<file path="config.mk">
export PLATFORM = sky130hd
export DESIGN_NAME = viterbi_dec_block
export DESIGN_NICKNAME = d
export VERILOG_FILES = /design/src/rtl/viterbi_dec_block.sv
export SDC_FILE = /design/constraint.sdc
export NUM_CORES = 1
export LEC_CHECK = 0
export ABC_AREA = 1
export BUFFER_PORTS_ARGS = -buffer_cell sky130_fd_sc_hd__buf_2
export CAP_MARGIN = 20
export CORE_MARGIN = 3
export CORE_UTILIZATION = 60
export DETAILED_ROUTE_END_ITERATION = 8
export PLACE_DENSITY = 0.75
export SYNTH_ARGS = -nofsm -noshare
export SYNTH_HDL_FRONTEND = slang
export SYNTH_SLANG_ARGS = --single-unit
</file>
<file path="constraint.sdc">
create_clock -name clk -period 4.35 [get_ports clk]
set_input_delay 0.435 -clock clk [delete_from_list [all_inputs] [get_ports clk]]
set_output_delay 0.435 -clock clk [all_outputs]
set_load 0.005 [all_outputs]
</file>
<file path="src/rtl/viterbi_dec_block.sv">
`default_nettype none
// ============================================================================
// Module      : viterbi_dec_block
// Description : Block Viterbi decoder for a rate-1/2 convolutional code with
//               constraint length K. Accepts N hard-decision symbol pairs, one
//               per cycle, with a fully parallel add-compare-select. Then it
//               traces back one step per cycle and presents the N decoded bits
//               with the winning path metric.
// Ports       : clk        - rising-edge clock
//               reset      - synchronous, active-high
//               in_valid   - in_sym is valid
//               in_ready   - decoder accepts a symbol (ACS phase only)
//               in_sym     - received pair {G0 output, G1 output}
//               out_valid  - decoded block available
//               out_ready  - downstream accepts the block
//               out_data   - decoded bits, bit N-1 is the first decoded bit
//               out_metric - path metric of the traceback start state
// Revision    : 1.0 - initial release
// ============================================================================
module viterbi_dec_block #(
    parameter int             K    = 3,
    parameter int             N    = 7,
    parameter logic [K-1:0]   G0   = K'(3'b111),
    parameter logic [K-1:0]   G1   = K'(3'b101),
    parameter int             MW   = 8,
    parameter int             TERM = 1
) (
    input  logic          clk,
    input  logic          reset,
    input  logic          in_valid,
    output logic          in_ready,
    input  logic [1:0]    in_sym,
    output logic          out_valid,
    input  logic          out_ready,
    output logic [N-1:0]  out_data,
    output logic [MW-1:0] out_metric
);

    localparam int          c_S   = 1 << (K - 1);
    localparam int          c_SW  = K - 1;
    localparam int          c_CW  = (N > 1) ? $clog2(N) : 1;
    localparam logic [MW-1:0] c_MAX = {MW{1'b1}};

    localparam logic [1:0] c_IDLE = 2'd0;
    localparam logic [1:0] c_ACS  = 2'd1;
    localparam logic [1:0] c_TB   = 2'd2;
    localparam logic [1:0] c_OUT  = 2'd3;

    logic [1:0]      r_state;
    logic [1:0]      w_next;
    logic [MW-1:0]   r_metric [c_S];
    logic [MW-1:0]   w_new    [c_S];
    logic [c_S-1:0]  w_dec;
    logic [c_S-1:0]  r_dec    [N];
    logic [c_CW-1:0] r_cnt;
    logic [c_CW-1:0] r_step;
    logic            r_tb_first;
    logic [c_SW-1:0] r_tb_state;
    logic [c_SW-1:0] w_min_idx;
    logic [MW-1:0]   w_min_val;
    logic [c_SW-1:0] w_start;
    logic [N-1:0]    r_data;
    logic [MW-1:0]   r_metric_out;
    logic            w_accept;
    logic            w_last;
    logic [c_CW-1:0] w_bit_idx;

    assign w_accept  = (r_state == c_ACS) && in_valid;
    assign w_last    = (r_cnt == c_CW'(N - 1));
    assign w_bit_idx = c_CW'(N - 1) - r_step;

    // ------------------------------------------------------------------
    // Add-compare-select, one unit per destination state. The predecessors
    // of s' are {s'[K-3:0], b}; the input bit driving the transition is the
    // MSB of s', so the expected symbol of each branch is a constant.
    // ------------------------------------------------------------------
    for (genvar sp = 0; sp < c_S; sp++) begin : g_acs
        localparam int          c_P0 = (sp * 2) % c_S;
        localparam int          c_P1 = c_P0 + 1;
        localparam int          c_U  = sp / (c_S / 2);
        localparam logic [K-1:0] c_R0 = K'(c_U * c_S + c_P0);
        localparam logic [K-1:0] c_R1 = K'(c_U * c_S + c_P1);
        localparam logic [1:0]  c_E0 = {^(G0 & c_R0), ^(G1 & c_R0)};
        localparam logic [1:0]  c_E1 = {^(G0 & c_R1), ^(G1 & c_R1)};

        logic [1:0]    w_x0, w_x1;
        logic [MW:0]   w_sum0, w_sum1;
        logic [MW-1:0] w_c0, w_c1;

        assign w_x0   = in_sym ^ c_E0;
        assign w_x1   = in_sym ^ c_E1;
        // Hamming distance of two bits is {AND, XOR} of the difference bits.
        assign w_sum0 = {1'b0, r_metric[c_P0]} + {{(MW-1){1'b0}}, w_x0[1] & w_x0[0], w_x0[1] ^ w_x0[0]};
        assign w_sum1 = {1'b0, r_metric[c_P1]} + {{(MW-1){1'b0}}, w_x1[1] & w_x1[0], w_x1[1] ^ w_x1[0]};
        assign w_c0   = w_sum0[MW] ? c_MAX : w_sum0[MW-1:0];
        assign w_c1   = w_sum1[MW] ? c_MAX : w_sum1[MW-1:0];
        // Strict compare so a tie keeps the b=0 predecessor.
        assign w_dec[sp] = (w_c1 < w_c0);
        assign w_new[sp] = w_dec[sp] ? w_c1 : w_c0;
    end

    // Lowest-index state holding the minimum metric.
    always_comb begin
        w_min_idx = '0;
        w_min_val = r_metric[0];
        for (int i = 1; i < c_S; i++) begin
            if (r_metric[i] < w_min_val) begin
                w_min_val = r_metric[i];
                w_min_idx = c_SW'(i);
            end
        end
        w_start = (TERM != 0) ? '0 : w_min_idx;
    end

    // ------------------------------------------------------------------
    // Control FSM
    // ------------------------------------------------------------------
    always_ff @(posedge clk) begin
        if (reset) r_state <= c_IDLE;
        else       r_state <= w_next;
    end

    always_comb begin
        w_next    = r_state;
        in_ready  = 1'b0;
        out_valid = 1'b0;
        case (r_state)
            c_IDLE: w_next = c_ACS;
            c_ACS: begin
                in_ready = 1'b1;
                if (in_valid && w_last) w_next = c_TB;
            end
            // The first TB cycle only selects the start state; N stepping
            // cycles follow.
            c_TB: if (!r_tb_first && (r_step == '0)) w_next = c_OUT;
            c_OUT: begin
                out_valid = 1'b1;
                if (out_ready) w_next = c_IDLE;
            end
            default: w_next = c_IDLE;
        endcase
    end

    // ------------------------------------------------------------------
    // Metrics, counters and traceback datapath
    // ------------------------------------------------------------------
    always_ff @(posedge clk) begin
        if (reset) begin
            for (int i = 0; i < c_S; i++) r_metric[i] <= (i == 0) ? '0 : c_MAX;
            r_cnt        <= '0;
            r_step       <= '0;
            r_tb_first   <= 1'b0;
            r_tb_state   <= '0;
            r_data       <= '0;
            r_metric_out <= '0;
        end else begin
            case (r_state)
                c_IDLE: r_cnt <= '0;
                c_ACS: begin
                    if (in_valid) begin
                        for (int i = 0; i < c_S; i++) r_metric[i] <= w_new[i];
                        if (w_last) begin
                            r_cnt      <= '0;
                            r_tb_first <= 1'b1;
                        end else begin
                            r_cnt <= r_cnt + 1'b1;
                        end
                    end
                end
                c_TB: begin
                    if (r_tb_first) begin
                        r_tb_first   <= 1'b0;
                        r_tb_state   <= w_start;
                        r_metric_out <= r_metric[w_start];
                        r_step       <= c_CW'(N - 1);
                    end else begin
                        r_data[w_bit_idx] <= r_tb_state[c_SW-1];
                        r_tb_state <= {r_tb_state[K-3:0], r_dec[r_step][r_tb_state]};
                        if (r_step != '0) r_step <= r_step - 1'b1;
                    end
                end
                c_OUT: begin
                    if (out_ready) begin
                        for (int i = 0; i < c_S; i++) r_metric[i] <= (i == 0) ? '0 : c_MAX;
                    end
                end
                default: ;
            endcase
        end
    end

    // Survivor memory has no reset; it is always fully rewritten before use.
    always_ff @(posedge clk) begin
        if (w_accept) r_dec[r_cnt] <= w_dec;
    end

    assign out_data   = r_data;
    assign out_metric = r_metric_out;

endmodule
`default_nettype wire

</file>
After elaboration in Yosys (flattened, before gate mapping)
Memory sizes are Yosys's and may differ from the RTL's. A register that Yosys moved wholly into a read port is not among the register bits.
Cells that the tools add are included.
{"block": "classes", "add_sub_neg": 11, "magnitude_cmp": 7, "eq_ne": 9, "muxes": 54, "n_bitwise": 20, "reduce_logical": 17}
{"operator": "$mux 8", "n": 20}
{"operator": "$add 8x2->9", "n": 8}
{"operator": "$lt 8x8->1", "n": 4}
{"operator": "$mux 1", "n": 18}
{"operator": "$mux 3", "n": 6}
{"operator": "$mux 2", "n": 4}
{"operator": "$ne 2x2->1 const B", "n": 4}
{"operator": "$or 1x1->1", "n": 8}
{"operator": "$pmux 2 s4", "n": 1}
{"operator": "$reduce_and 2->1", "n": 4}
{"operator": "$bwmux 7", "n": 1}
{"operator": "$pmux 3 s2", "n": 1}
{"operator": "$reduce_and 3->1", "n": 2}
{"operator": "$reduce_bool 2->1", "n": 3}
{"operator": "$and 1x1->1", "n": 4}
{"operator": "$eq 2x2->1 const B", "n": 2}
{"operator": "$logic_and 1x1->1", "n": 4}
{"operator": "$lt 3x4->1 const B", "n": 1}
{"operator": "$xor 1x1->1", "n": 4}
{"operator": "$add 3x1->3 const B", "n": 1}
{"operator": "$demux 1 s3", "n": 1}
{"operator": "$eq 3x3->1 const B", "n": 1}
{"operator": "$ge 3x1->1 const B", "n": 1}
{"operator": "$logic_not 3->1", "n": 1}
{"operator": "other kinds (12)", "n": 14}
{"block": "totals", "regBits": 18, "ram_bits": 60, "output_inout_bits": 17, "mem_count": 2}
{"name": "r_metric", "words": 4, "width": 8, "read_ports": 5, "rd_ports_with_merged_regs": 1, "wr": 4, "line": "51", "source": "logic [MW-1:0] r_metric [c_S];"}
{"name": "r_dec", "words": 7, "width": 4, "read_ports": 1, "rd_ports_with_merged_regs": 1, "wr": 1, "line": "54", "source": "logic [c_S-1:0] r_dec [N];"}

Logic depth before layout (Yosys ltp)
{"block": "depth", "ltp_word": 8, "ltp_mapped": 22}

Worst setup path before layout
Ideal clock, no wire load.
{"block": "synth_path", "path_type": "input -> register", "from": "input in_sym[0]", "to": "memory r_metric[1][0] (data pin)", "setup_ns": 0.271, "t_arrival_ns": 3.064, "required_time_ns": 4.079, "slack_ns": 1.014, "path_stages": 21, "n_path_buf": 0, "cell_sequence": "inv_1 -> ha_1 -> inv_1 -> ha_1 -> inv_1 -> nor2_1 -> inv_1 -> a21oi_1 -> inv_1 -> nor2_1 -> inv_1 -> o21ai_0 -> nand3_1 -> inv_1 -> ha_1 -> nand2_1 -> nor2_1 -> a211oi_2 -> nand2_4 -> nand2_1 -> nand3_1"}
{"element": "start, declared", "line": "32", "source": "input logic [1:0] in_sym,"}
{"element": "end, declared", "line": "51"}

==> flow_summary.ini <==
[route]
wl_per_cell_um = 14.26
drt_iter0_markers = 463
remaining_drc_errors = 0
viasPerCell = 5.549
wirelength_mm = 14.96
vias = 5821
first_pass_iters = 5
ant_nets = 0

[worst_setup_path]
r2r_cells = 19
timing.rr.start = r_metric[1][0]$_SDFFCE_PP1P_
end_kind = register
required_ns = 4.58
critPathKind = primary input to register
r2r_end = r_metric[0][6]$_SDFFE_PP0P_
cp.arrival_ns = 3.86
endpoint = r_metric[0][6]$_SDFFE_PP0P_
ff2ff_setup_slack_ns = 1.04
cp_max_fo = 12
startpoint = in_sym[0]
critPathLaunchType = primary input

[synthesis]
seq_area_frac_synth = 0.3522
synth.area.top_cells = edfxtp_1, dfxtp_1, nand2_1
syn_inst = 889
syn_area_mm2 = 0.006309
synth_warnings = 0
synth_top_area_share = 0.2094
postSynthAreaPerCell_um2 = 7.096
syn-num-nets = 946
yosysUniqueCellTypes = 42
yosys.area.top_type = edfxtp_1
synth_seq_cells = 89

[clock_network]
clk_latency_ns = 0.38
postCtsSetupRepairBufs = 0
clock_sinks = 89
clkTransAtPathRegs_ns = 0.09
cts_tree = yes
cts_hold_buf = 0
clockBufferDepth = 2
cts_resized = 0
numCtsBuffers = 9
root_buffer = clkbuf_8
htreeDepth = 3

[finish]
antennaDiodeCount = 0
drive_above_1_share = 0.1037
design_area_mm2 = 0.006756
nNetsFinal = 968
syn_to_final_growth_pct = 7.100

[placement]
dp_slack_ns = 0.4130
place_area_mm2 = 0.006544
place.gp.congestion = 0.9205
dpl.hpwl_mm = 11.63
portBuffers = 22

[global_route]
grt_overflow = 0
antenna_found_initial = 0
grt_pass1_wl_mm = 25.13
grt_pass1_vias = 5457
grt_max_degree = 24
grt_usage = 0.2669

[sta]
hold_viol = 0
rsz0062_at_grt = false
fin_worst_skew_ns = 0.01325
setup_viol = 0
max_slew_margin = 0.3661
slew_viol_final = 0
final.min_clock_period_ns = 3.630
worst_slew_pin_slew_ns = 0.9486
setup_slack_ns = 0.7200
hold_ws_ns = 0.4765
tns_ns = 0
fmax_ghz = 0.2755
post-route-period-util = 0.8345

[power_and_ir_drop]
powerDensity_mw_per_mm2 = 564.2
leakage_nw = 3.299
max-vdd-ir-drop_uv = 629.6

[floorplanning]
io-pin-count = 23
dieArea_mm2 = 0.01178
rows = 36
die_y_um = 108.5
dieWidth_um = 108.5
coreArea_mm2 = 0.01000
initial_core_util = 0.6309

[hold_path]
hold_start = out_data[3]$_SDFFE_PP0P_
hold_path.class = register to register

[outcome]
outcome = finished, final reports clean

[flow_run]
maxCapViolCount = 0
[cell usage in the layout, fill, tap and decap left out, types with 2 or more instances in the layout]
cell type  instances
nand3_2            2
nand4_1            4
nand2_2           13
nor4_1             3
inv_2              8
nor3_1            13
ha_1              51
or2_2              3
a211oi_2           2
o21ai_2            3
o22ai_1            5
inv_1            145
o211ai_1           3
a31oi_1            3
a21oi_2            5
nor2_1            75
buf_4              4
a211oi_1           3
edfxtp_1          44
nor2_2             4
nor3_4             2
buf_2             22
xor2_1             7
clkinv_4           2
dfxtp_1           45
nand3_1           95
nand2_1          214
clkbuf_8          10
o21a_1             3
o21ai_0           47
nor3_2             3
nand2_4            4
a21oi_1           52
o21ai_1            6
[report_power, final]
| group | switching, mW | leakage [nW] | internal, mW |
|---|---|---|---|
| combinational | 1.37 | 2.46 | 0.709 |
| clock | 0.325 | 0.105 | 0.289 |
| sequential | 0.0723 | 0.735 | 1.04 |
[sequential cells by signal, indices dropped and copies added, names as in the netlist, 2 cells and up, named ones only]
name / flops
out_metric: 8
r_tb_state: 2
r_dec: 28
r_step: 3
out_data: 7
r_metric: 32
r_cnt: 3
r_state: 2
[critical path: stages]
cell and delay, ns:
buf_2 0.13, inv_1 0.10, ha_1 0.38, ha_1 0.24, nand3_1 0.12, nand2_1 0.13
nand2_1 0.08, nor2_1 0.16, nand2_1 0.09, inv_1 0.10, nand2_1 0.06, o21ai_0 0.12
inv_1 0.08, ha_1 0.32, a21oi_1 0.15, nor2_1 0.05, a211oi_1 0.28, nand2_2 0.22
inv_1 0.36, nand2_1 0.11, nand3_1 0.09, o21ai_1 0.06
[layer usage]
metal,vias up,global-route usage,part of all wire
met3,33,0.05075,0.055
met4,0,0.08747,0.024
met1,2682,0.3391,0.44
met2,177,0.4568,0.48
li1,2929,-,-
met5,-,0,0
[synthesized netlist by cell type]
library cell	instances
a21oi_2	5
buf_2	1
a211oi_1	3
nor2_2	4
xor2_1	7
nand4_1	4
nor2_1	75
nor3_2	2
nor4_1	3
nand3_2	2
or2_2	3
nand2_2	13
a21oi_1	52
clkbuf_1	10
o31ai_1	1
o22ai_1	5
nand2_1	214
o21a_1	3
o21ai_0	47
o21ai_4	1
buf_4	1
a21o_1	1
nor2_4	1
buf_6	2
a31oi_1	3
nand3_4	1
edfxtp_1	44
ha_1	51
nand2_4	4
a211oi_2	2
inv_1	145
buf_1	1
o21ai_2	3
dfxtp_1	45
nand3_1	95
nor3_1	14
o22ai_2	1
o211ai_1	3
xnor2_1	1
o21ai_1	6
nor3_4	2
inv_2	8
[cell families (layout without fill, tap and decap cells)]
| family | Yosys count | after routing | synth area share |
|---|---|---|---|
| AND/OR/NAND/NOR | 437 | 437 | 0.3084 |
| AO/OA/AOI/OAI | 136 | 136 | 0.1240 |
| flip-flops | 89 | 89 | 0.3522 |
| adder cells (fa/ha/maj) | 51 | 51 | 0.1012 |
| XOR/XNOR | 8 | 8 | 0.01111 |
| buffers and inverters | 168 | 195 | 0.1031 |
[through the flow]
| step | utilization | std cells | power (mW) |
|---|---|---|---|
| 2_1_floorplan | - | 889 | 2.733 |
| 3_3_place_gp | 0.6544 | 1033 | 3.108 |
| 3_5_place_dp | 0.6544 | 1033 | 3.194 |
| 4_1_cts | 0.6757 | 1049 | 3.811 |
| 5_1_grt | 0.6757 | 1049 | 4.175 |
| 6_report | 0.6757 | 1049 | 3.812 |
[how the worst min path moves through the flow]
stage | end | cells after the start
2_1_floorplan | r_cnt[0]$_SDFFE_PP0P_ | 2
3_3_place_gp | out_data[5]$_SDFFE_PP0P_ | 2
3_5_place_dp | out_data[3]$_SDFFE_PP0P_ | 2
4_1_cts | out_data[3]$_SDFFE_PP0P_ | 2
5_1_grt | out_data[4]$_SDFFE_PP0P_ | 2
6_report | out_data[3]$_SDFFE_PP0P_ | 2
[layout make-up]
| cell class | instances | area [µm²] |
|---|---|---|
| timing repair buffer | 26 | 140.1 |
| multi-input combinational | 632 | 3441 |
| clock inverter | 6 | 75.07 |
| clock buffer | 10 | 137.6 |
| sequential | 89 | 2222 |
| inverter | 153 | 574.3 |
| tap | 133 | 166.4 |
| fill | 888 | 3243 |
Power figures use the tool's default switching activity.
